$ cat config.mk
export PLATFORM = sky130hd
export DESIGN_NAME = aes_round_sequencer
export DESIGN_NICKNAME = d
export VERILOG_FILES = /design/src/rtl/aes_seq_pkg.sv /design/src/rtl/aes_idx_counter.sv /design/src/rtl/aes_round_sequencer.sv
export SDC_FILE = /design/constraint.sdc
export NUM_CORES = 1
export LEC_CHECK = 0
export ABC_AREA = 1
export ABC_CLOCK_PERIOD_IN_PS = 1800
export CELL_PAD_IN_SITES_DETAIL_PLACEMENT = 0
export CELL_PAD_IN_SITES_GLOBAL_PLACEMENT = 1
export CORE_ASPECT_RATIO = 0.75
export CORE_MARGIN = 2
export CORE_UTILIZATION = 30
export DETAILED_ROUTE_END_ITERATION = 10
export GPL_TIMING_DRIVEN = 0
export PLACE_DENSITY = 0.81
export SLEW_MARGIN = 20
export SYNTH_ARGS = -nofsm -noshare
export SYNTH_HDL_FRONTEND = slang
export SYNTH_SLANG_ARGS = --single-unit
$ cat constraint.sdc
create_clock -name clk -period 1.8 [get_ports clk]
set_input_delay 0.27 -clock clk [delete_from_list [all_inputs] [get_ports clk]]
set_output_delay 0.27 -clock clk [all_outputs]
set_load 0.005 [all_outputs]
$ cat src/rtl/aes_seq_pkg.sv
// Shared types and constants for the byte-serial AES-128 round sequencer.
package aes_seq_pkg;

    localparam int unsigned NB_DEF = 16;
    localparam int unsigned NR_DEF = 10;

    typedef enum logic [2:0] {
        IDLE,
        LOAD,
        ROUND,
        FINAL,
        DONE
    } seq_state_t;

    typedef struct packed {
        logic sub;
        logic shift;
        logic mix;
    } bypass_t;

    localparam bypass_t BYP_NONE  = '{sub: 1'b0, shift: 1'b0, mix: 1'b0};
    localparam bypass_t BYP_LOAD  = '{sub: 1'b1, shift: 1'b1, mix: 1'b1};
    localparam bypass_t BYP_ROUND = '{sub: 1'b0, shift: 1'b0, mix: 1'b0};
    localparam bypass_t BYP_FINAL = '{sub: 1'b0, shift: 1'b0, mix: 1'b1};

    // Round 0 is AddRoundKey only; the last round skips MixColumns.
    function automatic bypass_t bypass_for(input seq_state_t s);
        case (s)
            LOAD:    return BYP_LOAD;
            ROUND:   return BYP_ROUND;
            FINAL:   return BYP_FINAL;
            default: return BYP_NONE;
        endcase
    endfunction

endpackage

$ cat src/rtl/aes_idx_counter.sv
// Byte index counter: enable, synchronous clear, wraps NB-1 -> 0 and flags the last index.
module aes_idx_counter
    import aes_seq_pkg::*;
#(
    parameter int unsigned NB = NB_DEF
) (
    input  logic                  clk,
    input  logic                  rst_n,
    input  logic                  en,
    input  logic                  clr,
    output logic [$clog2(NB)-1:0] cnt,
    output logic                  wrap
);

    localparam int unsigned W = $clog2(NB);

    assign wrap = (cnt == W'(NB - 1));

    always_ff @(posedge clk) begin
        if (!rst_n || clr) begin
            cnt <= '0;
        end else if (en) begin
            cnt <= wrap ? '0 : cnt + W'(1);
        end
    end

endmodule

$ cat src/rtl/aes_round_sequencer.sv
// Control FSM for the byte-serial AES-128 datapath: sequences 11 passes of NB bytes,
// issues bytes, counts returns and drives the per-round bypass controls.
module aes_round_sequencer
    import aes_seq_pkg::*;
#(
    parameter int unsigned NB = NB_DEF,
    parameter int unsigned NR = NR_DEF
) (
    input  logic       clk,
    input  logic       rst_n,
    input  logic       start,
    input  logic       in_valid,
    output logic       in_ready,
    input  logic       dp_valid,
    output logic       dp_issue,
    output logic       dp_src_sel,
    output logic [3:0] byte_idx,
    output logic [3:0] ret_idx,
    output logic       fb_we,
    output logic [3:0] round_idx,
    output logic       sub_bypass,
    output logic       shift_bypass,
    output logic       mix_bypass,
    output logic       out_valid,
    output logic       done,
    output logic       busy,
    output logic       seq_err
);

    seq_state_t state;
    logic [3:0] round_q;
    logic [3:0] iss_cnt;
    logic [3:0] ret_cnt;
    logic       iss_wrap;
    logic       ret_wrap;
    logic       iss_full;
    logic       active;
    logic       issue_ok;
    logic       ret_ok;
    logic       pass_end;
    logic       cnt_clr;
    bypass_t    byp;

    assign active = (state == LOAD) || (state == ROUND) || (state == FINAL);

    // iss_full distinguishes "16 issued" from "0 issued" once the 4-bit counter has wrapped.
    assign issue_ok = active && !iss_full && ((state != LOAD) || in_valid);
    assign ret_ok   = active && dp_valid && (iss_full || (ret_cnt != iss_cnt));
    assign pass_end = ret_ok && ret_wrap;
    assign cnt_clr  = pass_end || ((state == IDLE) && start);

    aes_idx_counter #(.NB(NB)) u_iss_cnt (
        .clk  (clk),
        .rst_n(rst_n),
        .en   (issue_ok),
        .clr  (cnt_clr),
        .cnt  (iss_cnt),
        .wrap (iss_wrap)
    );

    aes_idx_counter #(.NB(NB)) u_ret_cnt (
        .clk  (clk),
        .rst_n(rst_n),
        .en   (ret_ok),
        .clr  (cnt_clr),
        .cnt  (ret_cnt),
        .wrap (ret_wrap)
    );

    always_ff @(posedge clk) begin
        if (!rst_n) begin
            state    <= IDLE;
            round_q  <= '0;
            iss_full <= 1'b0;
            seq_err  <= 1'b0;
        end else begin
            case (state)
                IDLE: begin
                    if (start) begin
                        state    <= LOAD;
                        round_q  <= '0;
                        iss_full <= 1'b0;
                        seq_err  <= 1'b0;
                    end else if (dp_valid) begin
                        seq_err <= 1'b1;
                    end
                end
                LOAD, ROUND, FINAL: begin
                    if (dp_valid && !ret_ok) begin
                        seq_err <= 1'b1;
                    end
                    if (issue_ok && iss_wrap) begin
                        iss_full <= 1'b1;
                    end
                    // A pass ends only on its 16th return, so the next pass never overlaps it.
                    if (pass_end) begin
                        iss_full <= 1'b0;
                        if (state == FINAL) begin
                            state <= DONE;
                        end else begin
                            round_q <= round_q + 4'd1;
                            state   <= (round_q == 4'(NR - 1)) ? FINAL : ROUND;
                        end
                    end
                end
                DONE: begin
                    if (dp_valid) begin
                        seq_err <= 1'b1;
                    end
                    state <= IDLE;
                end
                default: state <= IDLE;
            endcase
        end
    end

    always_comb begin
        in_ready   = 1'b0;
        dp_issue   = 1'b0;
        dp_src_sel = 1'b0;
        fb_we      = 1'b0;
        out_valid  = 1'b0;
        done       = 1'b0;
        busy       = 1'b0;
        byp        = bypass_for(state);
        case (state)
            LOAD: begin
                in_ready = !iss_full;
                dp_issue = issue_ok;
                fb_we    = ret_ok;
                busy     = 1'b1;
            end
            ROUND: begin
                dp_src_sel = 1'b1;
                dp_issue   = issue_ok;
                fb_we      = ret_ok;
                busy       = 1'b1;
            end
            FINAL: begin
                dp_src_sel = 1'b1;
                dp_issue   = issue_ok;
                out_valid  = ret_ok;
                busy       = 1'b1;
            end
            DONE: begin
                done = 1'b1;
                busy = 1'b1;
            end
            default: ;
        endcase
    end

    assign sub_bypass   = byp.sub;
    assign shift_bypass = byp.shift;
    assign mix_bypass   = byp.mix;
    assign byte_idx     = iss_cnt;
    assign ret_idx      = ret_cnt;
    assign round_idx    = round_q;

endmodule

==> impl_metrics.ini, run 1 <==
[worst_setup_path]
cp_max_fo = 5
endpoint = fb_we
start_kind = register
worstPathArrival_ns = 1.45
worst_path_max_delay_cell = dfxtp_2
rr_endpoint = state[0]$_SDFFE_PN0P_
cp-startpoint = state[0]$_SDFFE_PN0P_
path_common_cell = nor2_4
path_class = register to output port
reg2reg_from = u_ret_cnt.cnt[0]$_SDFFE_PP0N_
cp_slowest_stage_delay_ns = 0.35
cp.required_ns = 1.53
endpoint_kind = output port
rrSetupSlack_ns = 0.28
r2r_cells = 12
cp_cell_sequence = nor2_2 -> nor2_4 -> inv_4 -> nor2_4 -> nand2_4 -> a21oi_1 -> dlygate4sd2_1

[floorplanning]
die_y_um = 55.5
rows = 18
die_x_um = 72.7
die-area_um2 = 4030
start_util_pct = 31.8
core_um2 = 3330
ios = 28

[yosys]
synth-async-reset-ratio_pct = 0
avgSynthCellArea_um2 = 6.63
ys_seq_area_share_pct = 32.1
postSynthCellCount = 160
synth_top_area_cell = dfxtp_1
ys_types = 28
synth_flop_cell = dfxtp_1
ys_warn_count = 0
synth-edff-count = 0
syn-cell-area_um2 = 1060
syn_nets = 169
synth-seq-cells = 17
yosys.area.top_type_share_pct = 32.1
yosys-top-cells-area = dfxtp_1, nand2_1, inv_1

[worst_hold_path]
min_path_type = register to register

[layout]
final_area_um2 = 1590
final_common_cell = nand2_1
fin_nets = 211
utilization_pct = 47.6
syn_to_final_growth_pct = 49.4
antenna_cells = 0
layout_common_cells = nand2_1, clkdlybuf4s50_1, inv_1, nor2_1, nand3_1
drive_above_1_share_pct = 25.4

[route]
wl_per_cell_um = 12.2
viasPerCell = 4.65
wl_met3_um = 140
wirelength_um = 2930
drc_errors = 0
top_layer = met4
wl_met1_um = 1380
antenna_left = 0
firstDrtPassIters = 4
met2_length_um = 1370
vias = 1120
drt-initial-drc-count = 79

[timing]
fin_crit_ns = 1.72
setup_viol = 0
tightestPinTransition_ns = 0.324
rsz0062_at_grt = yes
fin_crit_sh_pct = 95.3
max_slew_margin_pct = 78.3
finClkSkew_ns = 0.00349
fmax_mhz = 583
drv_slew = 0
hold_viol = 0
whs_ns = 0.502

[clock_tree]
clk_latency_ns = 0.26
cts_buffers = 3
cts_tree = yes
htreeDepth = 1
cts_root_buf = clkbuf_8
clk_path_buf_depth = 2
clk_pin_slew_ns = 0.06
cts.sinks = 17

[placed_design]
dp_hpwl_um = 2080
placed_area_um2 = 1380
place_congestion = 0.759
io_buffers = 27

[pwr]
p_clk_share_pct = 16.0
power.density_nw_per_um2 = 1160
p_sw_share_pct = 41.1
leakage_nw = 0.741
p_int_w = 0.00109
irDropWorstVdd_mv = 0.479
p_sw_w = 0.000758
p_seq_share_pct = 26.8
comb_power_share_pct = 57.2

[grt]
grt_pass1_wl_um = 4900
antenna_found_initial = 0
grt-ovfl-total = 0
grt.total_usage_pct = 16.0
grt_max_degree = 10
grt_pass1_vias = 1074

[job]
maxCapViolations = 0

[run_status]
status = finished, final reports clean
## Yosys cell counts (3+ instances only)
cell / n
nor2_1: 23
ha_1: 4
nand2_1: 33
nand2_2: 3
dfxtp_1: 17
inv_1: 23
nand3_1: 15
nor3_1: 4
a21oi_1: 13
## layout make-up
type | instances | area (um2)
timing repair buffer | 37 | 350
buffer | 2 | 12.5
tap | 40 | 50.0
fill | 341 | 1750
inverter | 26 | 105
multi-input combinational | 115 | 664
sequential | 17 | 358
clock buffer | 4 | 45.0
## worst max-delay path: cells and delay by family (launching register included)
family	cells	cell delay (ns)
AOI/OAI and AO/OA	1	0.11
buffers and inverters	2	0.32
DFF	1	0.35
and+or+nand+nor	4	0.41
## cells by family (layout without fill, tap and decap cells)
| group | Yosys count | count (layout) | synth area share [%] |
|---|---|---|---|
| fa+ha+maj | 4 | 4 | 4.72 |
| flops | 17 | 17 | 32.1 |
| compound gates | 18 | 18 | 9.91 |
| xor+xnor | 3 | 3 | 2.48 |
| simple gates | 90 | 90 | 40.4 |
| buf+inv | 28 | 69 | 10.4 |
## power groups by stage
stage          registers [W]  logic (W)  clock network (W)
6_report            0.000494    0.00106           0.000295
5_1_grt             0.000503    0.00117           0.000327
4_1_cts             0.000493    0.00103           0.000306
3_5_place_dp        0.000495   0.000837                  0
3_3_place_gp        0.000493   0.000829                  0
2_1_floorplan       0.000483   0.000533                  0
## stage by stage
stage	instances	setup WS, ns	power, W	TNS, ns
floorplan	160	0.481	0.00102	0
global placement	227	-0.238	0.00132	-0.488
detailed placement	227	-0.237	0.00133	-0.509
CTS	239	0.0235	0.00183	0
global route	241	-0.0107	0.00200	-0.0109
finish	241	0.0844	0.00185	0
## worst min-delay path by stage
stage	startpoint	endpoint	cells after the start
2_1_floorplan	rst_n	state[1]$_SDFFE_PN0P_	2
3_3_place_gp	round_idx[3]$_SDFFE_PN0P_	round_idx[3]$_SDFFE_PN0P_	2
3_5_place_dp	state[0]$_SDFFE_PN0P_	state[0]$_SDFFE_PN0P_	2
4_1_cts	state[0]$_SDFFE_PN0P_	state[0]$_SDFFE_PN0P_	2
5_1_grt	u_iss_cnt.cnt[1]$_SDFFE_PP0N_	u_iss_cnt.cnt[1]$_SDFFE_PP0N_	2
6_report	state[0]$_SDFFE_PN0P_	state[0]$_SDFFE_PN0P_	2
## layer usage
layer | global-route usage, % | vias to the layer above
li1 | - | 590
met1 | 20.9 | 502
met2 | 24.7 | 23
met3 | 4.56 | 5
met4 | 6.61 | 0
met5 | 0 | -
## state kept, by name (all words and copies together) (netlist names)
signal / count
seq_err: 1
iss_full: 1
state: 3
u_iss_cnt.cnt: 4
round_idx: 4
u_ret_cnt.cnt: 4
## what timing repair did
item                       4_1_cts  5_1_grt
buffers inserted                 8        2
pin swaps                        6        4
hold buffers                     0        0
resized for setup               32       10
gates cloned                     0        0
setup endpoints to repair        8        6
No activity file was read; power rests on OpenSTA's default activity.
==> run 2, diff against run 1 <==
- RECOVER_POWER: default -> 50
==> impl_metrics.ini, run 2 (synthesis results as in run 1) <==
[floorplanning]
die-area_um2 = 4030
die_y_um = 55.5
rows = 18
core_um2 = 3330
die_x_um = 72.7
ios = 28
start_util_pct = 31.8

[pwr]
power.density_nw_per_um2 = 1160
irDropWorstVdd_mv = 0.478
power_w = 0.00184
leakage_nw = 0.741

[grt]
antenna_found_initial = 0
grt-ovfl-total = 0
grt_pass1_vias = 1074
grt.total_usage_pct = 16.0
grt_pass1_wl_um = 4900
grt_max_degree = 10

[run_status]
status = finished, final reports clean

[worst_setup_path]
cp_top_family = simple AND/OR/NAND/NOR gates
cp_max_fo = 5
cp_slowest_stage_delay_ns = 0.35
cp_cell_sequence = nor2_2 -> nor2_4 -> inv_4 -> nor2_4 -> nand2_4 -> a21oi_1 -> dlygate4sd2_1
path_class = register to output port
cp.buffers_inverters = 2
worst_path_max_delay_cell = dfxtp_2
path_common_cell = nor2_4
start_kind = register
endpoint_kind = output port
cp.required_ns = 1.53
worstPathArrival_ns = 1.45

[timing]
fin_crit_ns = 1.72
finClkSkew_ns = 0.00390
fin_crit_sh_pct = 95.3
tightestPinTransition_ns = 0.323
fmax_mhz = 583
drv_slew = 0
rsz0062_at_grt = yes
hold_viol = 0
max_slew_margin_pct = 78.4
setup_viol = 0

[route]
wl_per_cell_um = 12.2
drt-initial-drc-count = 79
firstDrtPassIters = 4
vias = 1124
antenna_left = 0
viasPerCell = 4.66
drc_errors = 0
wirelength_um = 2940

[layout]
antenna_cells = 0
n_fill_cell = 341
fin_cells = 241
layout_common_cells = nand2_1, inv_1, nor2_1, nand3_1, a21oi_1
drive_above_1_share_pct = 24.9
syn_to_final_growth_pct = 48.7
final_area_um2 = 1580
fin_nets = 211
final_common_cell = nand2_1
utilization_pct = 47.3

[clock_tree]
htreeDepth = 1
clk_pin_slew_ns = 0.06
cts.sinks = 17
cts_tree = yes
cts_root_buf = clkbuf_8
clk_latency_ns = 0.26
cts_buffers = 3
postCtsHoldBufs = 0
clk_path_buf_depth = 2

[placed_design]
placed_area_um2 = 1380
place_congestion = 0.759
place_inst = 227
io_buffers = 27
dp_hpwl_um = 2080

[job]
maxCapViolations = 0

[worst_hold_path]
min_path_type = register to register
run 2: cell types whose count changed in the layout (fill, tap and decap cells not counted), sizes merged:
cell           before  now
clkdlybuf4s50      19   12
clkbuf              4    5
dlygate4sd3         0    7
buf                12   11
dlymetal6s2s        3    2
clkdlybuf4s25       0    1
run 2: path summary, 6_finish.rpt:
kind                                               startpoint                            end  slack (ns)  cells after the start
worst max-delay path                    state[0]$_SDFFE_PN0P_                          fb_we        0.08                      7
worst min-delay path                    state[0]$_SDFFE_PN0P_          state[0]$_SDFFE_PN0P_        0.50                      2
worst max register to register  u_ret_cnt.cnt[0]$_SDFFE_PP0N_  u_ret_cnt.cnt[2]$_SDFFE_PP0N_        0.18                     11
worst min register to register          state[0]$_SDFFE_PN0P_          state[0]$_SDFFE_PN0P_        0.50                      2
run 2: repair_timing:
| action | 4_1_cts | 5_1_grt |
|---|---|---|
| pin swaps | 6 | 4 |
| buffers inserted | 8 | 2 |
| resized for setup | 32 | 10 |
| endpoints found under the setup margin | 8 | 6 |
| endpoints found under the hold margin | 0 | 0 |
run 2: per-layer routing:
| layer | GRT usage (%) | vias to the layer above | wire length (um) |
|---|---|---|---|
| met3 | 4.56 | 5 | 147 |
| met2 | 24.7 | 25 | 1370 |
| met5 | 0 | - | 0 |
| li1 | - | 590 | - |
| met4 | 6.61 | 0 | 42 |
| met1 | 20.9 | 504 | 1380 |
run 2: power breakdown:
part	leakage [nW]	internal (W)	switching (W)
registers	0.143	0.000433	0.0000605
logic	0.576	0.000489	0.000559
clock network	0.0228	0.000158	0.000137
total	0.741	0.00108	0.000757
run 2: final cells by class:
type                            instances  area, um2  share of cell area, %
Buffer                                  2       12.5                  0.793
Clock buffer                            4       45.0                   2.85
Inverter                               26        105                   6.66
Multi-Input combinational cell        115        659                   41.8
Sequential cell                        17        358                   22.7
Tap cell                               40       50.0                   3.17
Timing Repair Buffer                   37        348                   22.0
run 2: worst register-to-register path, cell delays in order, from the launching register on:
cell and delay [ns]:
dfxtp_4 0.39, inv_1 0.06, nand2_1 0.05, nand2_1 0.05
nor2_1 0.10, nand3_2 0.12, clkbuf_4 0.16, nand3_2 0.08
nand3_1 0.25, inv_1 0.16, nand2_1 0.06, a21oi_1 0.10
run 2: through the flow:
step	hold slack [ns]	setup WS, ns	TNS, ns
final	0.502	0.0846	0
after detailed placement	0.488	-0.237	-0.509
after floorplan	0.390	0.481	0
after global placement	0.486	-0.238	-0.488
after global routing	0.532	-0.0107	-0.0109
after CTS	0.504	0.0235	0
